[src/rtl/axi_store_buffer_pkg.sv]
// -----------------------------------------------------------------------------
// axi_store_buffer_pkg
// Shared types for the posted-write store buffer: drain FSM state encodings,
// default bus widths and the packed layout of one buffered store entry.
// Optional feature macro used by the block: STORE_BUF_FWD_EN.
// -----------------------------------------------------------------------------
package axi_store_buffer_pkg;

    localparam int unsigned SB_DATA_WIDTH = 32;
    localparam int unsigned SB_ADDR_WIDTH = 32;
    localparam int unsigned SB_ID_WIDTH   = 6;
    localparam int unsigned SB_STRB_WIDTH = SB_DATA_WIDTH / 8;
    localparam int unsigned SB_SIZE_WIDTH = 3;

    // Drain FSM: present head to the master, then wait for its B response.
    typedef enum logic [0:0] {
        SB_ISSUE     = 1'b0,
        SB_WAIT_RESP = 1'b1
    } sb_state_e;

    // One posted store as held in the buffer.
    typedef struct packed {
        logic [SB_ADDR_WIDTH-1:0] addr;
        logic [SB_DATA_WIDTH-1:0] data;
        logic [SB_STRB_WIDTH-1:0] mask;
        logic [SB_SIZE_WIDTH-1:0] size;
    } sb_entry_t;

endpackage

[src/rtl/axi_store_buffer_if.sv]
// -----------------------------------------------------------------------------
// axi_store_buffer_if
// Bundles the core store/load-check port and the write-master request port of
// the store buffer.
//   slave  : the store buffer (takes stores and master status, drives requests)
//   master : the environment (core + AXI write master)
// With STORE_BUF_FWD_EN defined the bundle also carries fwd_valid/fwd_data.
// -----------------------------------------------------------------------------
interface axi_store_buffer_if #(
    parameter int unsigned DATA_WIDTH = 32,
    parameter int unsigned ADDR_WIDTH = 32,
    parameter int unsigned ID_WIDTH   = 6,
    parameter int unsigned STRB_WIDTH = DATA_WIDTH / 8
);
    // core store port
    logic                  st_req;
    logic [ADDR_WIDTH-1:0] st_addr;
    logic [DATA_WIDTH-1:0] st_wdata;
    logic [STRB_WIDTH-1:0] st_wmask;
    logic [2:0]            st_size;
    logic                  st_ready;
    // load hazard check
    logic [ADDR_WIDTH-1:0] ld_addr;
    logic                  ld_hit;
    logic                  sb_empty;
    // write master request/response
    logic                  wen;
    logic [ADDR_WIDTH-1:0] awaddr;
    logic [DATA_WIDTH-1:0] wdata;
    logic [STRB_WIDTH-1:0] wmask;
    logic [2:0]            awsize;
    logic [ID_WIDTH-1:0]   awid;
    logic                  data_resp;
    logic                  waddr_ok;
    logic                  wdata_ok;
    logic                  writing;
`ifdef STORE_BUF_FWD_EN
    logic                  fwd_valid;
    logic [DATA_WIDTH-1:0] fwd_data;

    modport slave (
        input  st_req, st_addr, st_wdata, st_wmask, st_size, ld_addr,
               waddr_ok, wdata_ok, writing,
        output st_ready, ld_hit, sb_empty, wen, awaddr, wdata, wmask,
               awsize, awid, data_resp, fwd_valid, fwd_data
    );
    modport master (
        output st_req, st_addr, st_wdata, st_wmask, st_size, ld_addr,
               waddr_ok, wdata_ok, writing,
        input  st_ready, ld_hit, sb_empty, wen, awaddr, wdata, wmask,
               awsize, awid, data_resp, fwd_valid, fwd_data
    );
`else
    modport slave (
        input  st_req, st_addr, st_wdata, st_wmask, st_size, ld_addr,
               waddr_ok, wdata_ok, writing,
        output st_ready, ld_hit, sb_empty, wen, awaddr, wdata, wmask,
               awsize, awid, data_resp
    );
    modport master (
        output st_req, st_addr, st_wdata, st_wmask, st_size, ld_addr,
               waddr_ok, wdata_ok, writing,
        input  st_ready, ld_hit, sb_empty, wen, awaddr, wdata, wmask,
               awsize, awid, data_resp
    );
`endif
endinterface

[src/rtl/axi_store_buffer_match.sv]
// -----------------------------------------------------------------------------
// axi_store_buffer_match
// Parallel word-address comparators of a load address against every valid
// store-buffer entry, with a youngest-match priority select.
//   ld_word_i   : word part of the load address
//   word_addr_i : word address of each buffer slot
//   count_i     : number of valid entries, starting at rd_ptr_i (oldest)
//   hit_c       : some valid entry matches (combinational)
// STORE_BUF_FWD_EN adds data_i/full_mask_i inputs and fwd_valid_c/fwd_data_c
// outputs carrying the youngest match's data when its strobes are all set.
// -----------------------------------------------------------------------------
module axi_store_buffer_match #(
    parameter int unsigned DEPTH      = 4,
    parameter int unsigned PTR_W      = 2,
    parameter int unsigned WORD_W     = 30,
    parameter int unsigned DATA_WIDTH = 32
) (
    input  logic [WORD_W-1:0]     ld_word_i,
    input  logic [WORD_W-1:0]     word_addr_i [DEPTH],
    input  logic [PTR_W:0]        count_i,
    input  logic [PTR_W-1:0]      rd_ptr_i,
`ifdef STORE_BUF_FWD_EN
    input  logic [DATA_WIDTH-1:0] data_i [DEPTH],
    input  logic [DEPTH-1:0]      full_mask_i,
    output logic                  fwd_valid_c,
    output logic [DATA_WIDTH-1:0] fwd_data_c,
`endif
    output logic                  hit_c
);
    localparam int unsigned CNT_W = PTR_W + 1;

    logic [PTR_W-1:0] idx;

    // Walk oldest to youngest so the last match seen is the youngest one.
    always_comb begin
        hit_c = 1'b0;
        idx   = '0;
`ifdef STORE_BUF_FWD_EN
        fwd_valid_c = 1'b0;
        fwd_data_c  = '0;
`endif
        for (int unsigned age = 0; age < DEPTH; age++) begin
            idx = rd_ptr_i + PTR_W'(age);
            if ((CNT_W'(age) < count_i) && (word_addr_i[idx] == ld_word_i)) begin
                hit_c = 1'b1;
`ifdef STORE_BUF_FWD_EN
                fwd_valid_c = full_mask_i[idx];
                fwd_data_c  = data_i[idx];
`endif
            end
        end
    end

endmodule

[src/rtl/axi_store_buffer.sv]
// -----------------------------------------------------------------------------
// axi_store_buffer
// Posted-write buffer between the core store port and the AXI write master.
// Stores are accepted in one cycle into a DEPTH-entry circular FIFO and drained
// one at a time; each entry is held until its B response retires it.
//   ACLK, ARESETn : clock, asynchronous active-low reset
//   bus (slave)   : st_* store port, ld_addr/ld_hit hazard check, sb_empty,
//                   wen/awaddr/wdata/wmask/awsize/awid/data_resp to the master,
//                   waddr_ok/wdata_ok/writing from the master
// Optional: STORE_BUF_FWD_EN adds store-to-load forwarding (fwd_valid/fwd_data).
// Entry fields are laid out by axi_store_buffer_pkg; width parameters default
// to the package widths and must be kept equal to them.
// -----------------------------------------------------------------------------
module axi_store_buffer
    import axi_store_buffer_pkg::*;
#(
    parameter int unsigned DATA_WIDTH = SB_DATA_WIDTH,
    parameter int unsigned ADDR_WIDTH = SB_ADDR_WIDTH,
    parameter int unsigned ID_WIDTH   = SB_ID_WIDTH,
    parameter int unsigned STRB_WIDTH = DATA_WIDTH / 8,
    parameter int unsigned DEPTH      = 4,
    parameter int unsigned AWID_VAL   = 1
) (
    input logic                ACLK,
    input logic                ARESETn,
    axi_store_buffer_if.slave  bus
);
    localparam int unsigned PTR_W  = $clog2(DEPTH);
    localparam int unsigned CNT_W  = PTR_W + 1;
    localparam int unsigned OFF_W  = $clog2(STRB_WIDTH);
    localparam int unsigned WORD_W = ADDR_WIDTH - OFF_W;

    sb_entry_t        mem_q [DEPTH];
    sb_entry_t        new_entry;
    sb_entry_t        head;
    logic [PTR_W-1:0] wr_ptr_q, wr_ptr_d;
    logic [PTR_W-1:0] rd_ptr_q, rd_ptr_d;
    logic [CNT_W-1:0] count_q, count_d;
    sb_state_e        state_q, state_d;
    logic             full;
    logic             empty;
    logic             push;
    logic             pop;
    logic             wen_c;
    logic             data_resp_c;

    logic [WORD_W-1:0] word_addr [DEPTH];
`ifdef STORE_BUF_FWD_EN
    logic [DATA_WIDTH-1:0] ent_data [DEPTH];
    logic [DEPTH-1:0]      ent_full_mask;
`endif
    logic [OFF_W-1:0]  unused_ld_lo;
    logic              unused_writing;

    assign full  = (count_q == CNT_W'(DEPTH));
    assign empty = (count_q == '0);
    // Full blocks a push even when the head retires in the same cycle.
    assign push  = bus.st_req && !full;

    assign new_entry = '{addr: bus.st_addr, data: bus.st_wdata,
                         mask: bus.st_wmask, size: bus.st_size};
    assign head      = mem_q[rd_ptr_q];

    // Drain FSM next-state and request/response strobes.
    always_comb begin
        state_d     = state_q;
        wen_c       = 1'b0;
        data_resp_c = 1'b0;
        pop         = 1'b0;
        case (state_q)
            SB_ISSUE: begin
                wen_c = !empty;
                if (wen_c && bus.waddr_ok) begin
                    state_d = SB_WAIT_RESP;
                end
            end
            SB_WAIT_RESP: begin
                data_resp_c = 1'b1;
                if (bus.wdata_ok) begin
                    pop     = 1'b1;
                    state_d = SB_ISSUE;
                end
            end
            default: state_d = SB_ISSUE;
        endcase
    end

    // FIFO pointer and occupancy update.
    always_comb begin
        wr_ptr_d = push ? wr_ptr_q + PTR_W'(1) : wr_ptr_q;
        rd_ptr_d = pop  ? rd_ptr_q + PTR_W'(1) : rd_ptr_q;
        count_d  = count_q;
        case ({push, pop})
            2'b10:   count_d = count_q + CNT_W'(1);
            2'b01:   count_d = count_q - CNT_W'(1);
            default: count_d = count_q;
        endcase
    end

    // Control state registers.
    always_ff @(posedge ACLK or negedge ARESETn) begin
        if (!ARESETn) begin
            state_q  <= SB_ISSUE;
            wr_ptr_q <= '0;
            rd_ptr_q <= '0;
            count_q  <= '0;
        end else begin
            state_q  <= state_d;
            wr_ptr_q <= wr_ptr_d;
            rd_ptr_q <= rd_ptr_d;
            count_q  <= count_d;
        end
    end

    // Entry storage; cleared on reset so idle data outputs read zero.
    always_ff @(posedge ACLK or negedge ARESETn) begin
        if (!ARESETn) begin
            for (int unsigned i = 0; i < DEPTH; i++) begin
                mem_q[i] <= '0;
            end
        end else if (push) begin
            mem_q[wr_ptr_q] <= new_entry;
        end
    end

    // Per-slot views for the load comparator.
    always_comb begin
        for (int unsigned i = 0; i < DEPTH; i++) begin
            word_addr[i] = mem_q[i].addr[ADDR_WIDTH-1:OFF_W];
`ifdef STORE_BUF_FWD_EN
            ent_data[i]      = mem_q[i].data;
            ent_full_mask[i] = &mem_q[i].mask;
`endif
        end
    end

    axi_store_buffer_match #(
        .DEPTH      (DEPTH),
        .PTR_W      (PTR_W),
        .WORD_W     (WORD_W),
        .DATA_WIDTH (DATA_WIDTH)
    ) u_match (
        .ld_word_i   (bus.ld_addr[ADDR_WIDTH-1:OFF_W]),
        .word_addr_i (word_addr),
        .count_i     (count_q),
        .rd_ptr_i    (rd_ptr_q),
`ifdef STORE_BUF_FWD_EN
        .data_i      (ent_data),
        .full_mask_i (ent_full_mask),
        .fwd_valid_c (bus.fwd_valid),
        .fwd_data_c  (bus.fwd_data),
`endif
        .hit_c       (bus.ld_hit)
    );

    // Head entry is presented directly, so fields stay put until it retires.
    assign bus.wen       = wen_c;
    assign bus.data_resp = data_resp_c;
    assign bus.awaddr    = head.addr;
    assign bus.wdata     = head.data;
    assign bus.wmask     = head.mask;
    assign bus.awsize    = head.size;
    assign bus.awid      = ID_WIDTH'(AWID_VAL);
    assign bus.st_ready  = !full;
    assign bus.sb_empty  = empty && (state_q == SB_ISSUE);

    // Byte offset of the load address and master status are not needed.
    assign unused_ld_lo   = bus.ld_addr[OFF_W-1:0];
    assign unused_writing = bus.writing;

endmodule
[src/flat_wrapper.sv]
// flat-port wrapper written by rule: the top's interface ports become plain ports
module axi_store_buffer_flat import axi_store_buffer_pkg::*;
#(
    parameter int unsigned DATA_WIDTH = SB_DATA_WIDTH,
    parameter int unsigned ADDR_WIDTH = SB_ADDR_WIDTH,
    parameter int unsigned ID_WIDTH   = SB_ID_WIDTH,
    parameter int unsigned STRB_WIDTH = DATA_WIDTH / 8,
    parameter int unsigned DEPTH      = 4,
    parameter int unsigned AWID_VAL   = 1
)
  (ACLK, ARESETn, bus_st_req, bus_st_addr, bus_st_wdata, bus_st_wmask, bus_st_size, bus_ld_addr, bus_waddr_ok, bus_wdata_ok, bus_writing, bus_st_ready, bus_ld_hit, bus_sb_empty, bus_wen, bus_awaddr, bus_wdata, bus_wmask, bus_awsize, bus_awid, bus_data_resp);
  axi_store_buffer_if #(.DATA_WIDTH(DATA_WIDTH), .ADDR_WIDTH(ADDR_WIDTH), .ID_WIDTH(ID_WIDTH), .STRB_WIDTH(STRB_WIDTH)) bus_i ();
  input logic ACLK;
  input logic ARESETn;
  input wire logic [$bits(bus_i.st_req)-1:0] bus_st_req;
  input wire logic [$bits(bus_i.st_addr)-1:0] bus_st_addr;
  input wire logic [$bits(bus_i.st_wdata)-1:0] bus_st_wdata;
  input wire logic [$bits(bus_i.st_wmask)-1:0] bus_st_wmask;
  input wire logic [$bits(bus_i.st_size)-1:0] bus_st_size;
  input wire logic [$bits(bus_i.ld_addr)-1:0] bus_ld_addr;
  input wire logic [$bits(bus_i.waddr_ok)-1:0] bus_waddr_ok;
  input wire logic [$bits(bus_i.wdata_ok)-1:0] bus_wdata_ok;
  input wire logic [$bits(bus_i.writing)-1:0] bus_writing;
  output wire logic [$bits(bus_i.st_ready)-1:0] bus_st_ready;
  output wire logic [$bits(bus_i.ld_hit)-1:0] bus_ld_hit;
  output wire logic [$bits(bus_i.sb_empty)-1:0] bus_sb_empty;
  output wire logic [$bits(bus_i.wen)-1:0] bus_wen;
  output wire logic [$bits(bus_i.awaddr)-1:0] bus_awaddr;
  output wire logic [$bits(bus_i.wdata)-1:0] bus_wdata;
  output wire logic [$bits(bus_i.wmask)-1:0] bus_wmask;
  output wire logic [$bits(bus_i.awsize)-1:0] bus_awsize;
  output wire logic [$bits(bus_i.awid)-1:0] bus_awid;
  output wire logic [$bits(bus_i.data_resp)-1:0] bus_data_resp;
  assign bus_i.st_req = bus_st_req;
  assign bus_i.st_addr = bus_st_addr;
  assign bus_i.st_wdata = bus_st_wdata;
  assign bus_i.st_wmask = bus_st_wmask;
  assign bus_i.st_size = bus_st_size;
  assign bus_i.ld_addr = bus_ld_addr;
  assign bus_i.waddr_ok = bus_waddr_ok;
  assign bus_i.wdata_ok = bus_wdata_ok;
  assign bus_i.writing = bus_writing;
  assign bus_st_ready = bus_i.st_ready;
  assign bus_ld_hit = bus_i.ld_hit;
  assign bus_sb_empty = bus_i.sb_empty;
  assign bus_wen = bus_i.wen;
  assign bus_awaddr = bus_i.awaddr;
  assign bus_wdata = bus_i.wdata;
  assign bus_wmask = bus_i.wmask;
  assign bus_awsize = bus_i.awsize;
  assign bus_awid = bus_i.awid;
  assign bus_data_resp = bus_i.data_resp;
  axi_store_buffer #(.DATA_WIDTH(DATA_WIDTH), .ADDR_WIDTH(ADDR_WIDTH), .ID_WIDTH(ID_WIDTH), .STRB_WIDTH(STRB_WIDTH), .DEPTH(DEPTH), .AWID_VAL(AWID_VAL)) u_core (.ACLK(ACLK), .ARESETn(ARESETn), .bus(bus_i));
endmodule
[config.mk]
export PLATFORM = sky130hd
export DESIGN_NAME = axi_store_buffer_flat
export DESIGN_NICKNAME = d
export VERILOG_FILES = /design/src/rtl/axi_store_buffer_pkg.sv /design/src/rtl/axi_store_buffer_if.sv /design/src/rtl/axi_store_buffer_match.sv /design/src/rtl/axi_store_buffer.sv /design/src/flat_wrapper.sv
export SDC_FILE = /design/constraint.sdc
export NUM_CORES = 1
export LEC_CHECK = 0
export CAP_MARGIN = 20
export CORE_ASPECT_RATIO = 1.1
export CORE_MARGIN = 2
export CORE_UTILIZATION = 63
export DETAILED_ROUTE_END_ITERATION = 8
export GPL_TIMING_DRIVEN = 0
export PLACE_DENSITY = 0.95
export SYNTH_ARGS = -nofsm -noshare
export SYNTH_HDL_FRONTEND = slang
export SYNTH_HIERARCHICAL = 1
export SYNTH_SLANG_ARGS = --single-unit
[constraint.sdc]
create_clock -name ACLK -period 8.3 [get_ports ACLK]
set_clock_uncertainty 0.1 [all_clocks]
set_input_delay 1.66 -clock ACLK [delete_from_list [all_inputs] [get_ports ACLK]]
set_output_delay 1.66 -clock ACLK [all_outputs]
set_load 0.01 [all_outputs]
==> flow_summary.yaml <==
synthesis:
  synth.area.mux_share_pct: 42.1
  synthAdderAreaFrac_pct: 0.443
  syn_area_sq_mm: 0.0186
  yosysUniqueCellTypes: 63
  postSynth.asyncResetShare_pct: 100
  synthFlopType: "dfrtp_1"
  synth-seq-area-share_pct: 39.2
  synth_compound_area_share_pct: 4.60
  ys_warn_count: 6
  yosys.area_share.simple_pct: 2.96
  synth.avg_cell_area_sq_um: 15.0
  synthXorXnorAreaFrac_pct: 4.56
  ys_seq_elements: 292
  syn_inst: 1239
  synth_edf_count: 0
  synth_top_family_by_area: "multiplexers"
die:
  core_sq_mm: 0.0293
  start_util_pct: 63.6
  io_pins: 191
  rows: 66
  die_h_microns: 184
  dieArea_sq_mm: 0.0310
  die_w_microns: 168
critical_path:
  cp_max_fo: 10
  cp.required_ns: 6.54
  path_class: "in2out"
  cp-end-kind: "output pin"
  cpMostUsedCell: "clkdlybuf4s50_1"
  slowest_delay_ns: 0.71
  worstPathArrival_ns: 5.31
  crit_slowest_cell: "nor4_1"
  path_cells: "clkdlybuf4s50_1, clkbuf_1, o2bb2ai_1, nor4b_1, a31oi_1, nor4_1, and4_1, a311o_1, clkdlybuf4s50_1"
  startpoint_type: "input pin"
sta:
  max_freq_mhz: 141
  hold_viol: 0
  worstMarginPinSlew_ns: 1.07
  tns_ns: 0
  max-slew-margin-rel_pct: 28.6
  min_period_over_period_pct: 85.2
  rsz0062_at_grt: "false"
  period_minus_slack_ns: 7.07
  setup_viol: 0
  drv_slew: 0
cells_and_area:
  final_cells: 1838
  mostFrequentLayoutCells: "dfrtp_1 (292), mux2_4 (280), clkdlybuf4s50_1 (162)"
  nets: 1555
  drive_gt1_share_pct: 37.4
  antenna_cells: 0
  mostFrequentLayoutCell: "dfrtp_1"
  fillers: 1679
  area_growth_pct: 17.0
global_route:
  grt-ovfl-total: 0
  grt_start_max_net_pins: 111
  antenna_found_initial: 1
  grt_pass1_vias: 13700
  grt_usage_pct: 42.0
  grt_pass1_wl_mm: 94.5
hold_path:
  hold_class: "reg2reg"
place:
  portBuffers: 163
  gp_congestion: 1.00
  hpwl_mm: 44.3
  dp.cells: 1782
power_and_ir_drop:
  p_per_area_mw_per_mm2: 515
  peakVddDrop_mv: 0.326
  leakage_nw: 9.18
routing:
  viasPerCell: 7.00
  via_count: 12900
  firstDrtPassIters: 5
  drt_iter0_markers: 1462
  wl_per_cell_microns: 34.9
  ant_nets: 0
  drt_wl_total_mm: 64.2
  drc_errors: 0
flow_run:
  maxCapViolations: 0
clock_network:
  clkSinkCount: 292
  root_buffer: "clkbuf_16"
  cts_resized: 0
  clkTransAtPathRegs_ns: 0.06
  clock_insertion_delay_worst_skew_ns: 0.58
  cts.path.max_buffers: 3
  cts_tree: "yes"
  cts_max_level: 1
  cts-buffers-inserted: 30
  cts_hold_buf: 0
  post_cts_buffers: 0
outcome:
  status: "complete, no violations"
## metal layers
metal	share of wire, %	track usage (%)	vias to the layer above	wire length (microns)
li1	-	-	5095	-
met5	0	0	-	0
met1	37	51.5	6731	23400
met3	8.3	8.57	214	5340
met4	6.3	21.8	0	4050
met2	49	71.1	821	31300
## synthesized netlist by cell type (3+ instances only)
master,instances,area (sq um)
buf_4,13,97.6
a221oi_1,6,52.6
a2bb2oi_1,3,26.3
dfrtp_1,292,7310
o22ai_1,9,56.3
inv_1,10,37.5
mux2_4,280,4200
a22oi_1,6,45.0
xor2_1,24,210
ha_1,5,62.6
buf_1,5,18.8
nand3_1,6,30.0
buf_6,11,124
mux4_2,114,2570
nor3_1,16,80.1
mux2i_1,87,871
nor4_1,9,56.3
mux2_2,10,113
nand2_1,17,63.8
nor2_1,26,97.6
mux2i_2,5,68.8
o21ai_0,16,80.1
and3_4,4,45.0
o2111ai_1,7,61.3
nor2b_1,8,50.1
buf_12,32,641
a22o_1,4,35.0
nand4_1,9,56.3
clkbuf_1,30,113
xnor2_1,73,639
o221ai_1,6,52.6
a211oi_1,11,82.6
o211ai_1,3,22.5
a21oi_1,25,125
o2bb2ai_1,5,43.8
buf_2,16,80.1
## critical path, delay by kind of cell
family	cells	cell delay (ns)
AOI/OAI and AO/OA	3	0.57
buffers and inverters	3	1.63
and+or+nand+nor	3	1.44
## worst paths after layout
path | start | endpoint | slack, ns | depth (start not counted)
hold reg to reg | u_core/mem_q[34]$_DFFE_PN0P_ | u_core/mem_q[34]$_DFFE_PN0P_ | 0.41 | 1
setup / recovery | bus_ld_addr[23] | bus_ld_hit | 1.23 | 9
min in group asynchronous | ARESETn | u_core/mem_q[193]$_DFFE_PN0P_ | 0.97 | 1
setup reg to reg | u_core/count_q[2]$_DFFE_PN0P_ | u_core/count_q[2]$_DFFE_PN0P_ | 5.46 | 9
hold / removal | u_core/mem_q[34]$_DFFE_PN0P_ | u_core/mem_q[34]$_DFFE_PN0P_ | 0.41 | 1
max in group asynchronous | ARESETn | u_core/mem_q[15]$_DFFE_PN0P_ | 6.12 | 2
## flip-flops by register name (all words and copies together), names as in the netlist
register	count
u_core/wr_ptr_q	2
u_core/count_q	3
u_core/state_q	1
u_core/mem_q	284
u_core/rd_ptr_q	2
## power breakdown
| group | internal [W] | switching, W |
|---|---|---|
| combinational | 0.00369 | 0.00317 |
| sequential | 0.00217 | 0.000813 |
| clock | 0.000785 | 0.000598 |
## area by class of cell
type                       instances  area, sq um  area share [%]
multi-input combinational        831        10200            46.8
tap                              374          468            2.14
clock buffer                      38          852            3.91
sequential                       292         7310            33.5
buffer                           109         1100            5.06
inverter                          11         41.3           0.189
clock inverter                    18          145           0.665
timing repair buffer             165         1690            7.75
## cell families (layout without fill, tap and decap cells)
group           after synthesis  after routing
fa+ha+maj                     6              6
compound gates              119            119
xor+xnor                     97             97
flops                       292            292
other cells                   2              6
buf+inv                     120            341
simple gates                105            105
mux                         498            498
## through the flow
step	total power (W)	util, %	instance area (sq um)	setup slack (ns)	hold WS, ns
3_5_place_dp	0.00952	71.0	20800	1.40	0.391
3_3_place_gp	0.00933	70.8	20800	-6.23	0.385
5_1_grt	0.0115	74.4	21800	1.32	0.427
6_report	0.0112	74.4	21800	1.23	0.413
4_1_cts	0.0111	74.4	21800	1.39	0.411
2_1_floorplan	0.00714	-	18700	3.33	0.375
Note: power is estimated with default switching activity, not from simulation.
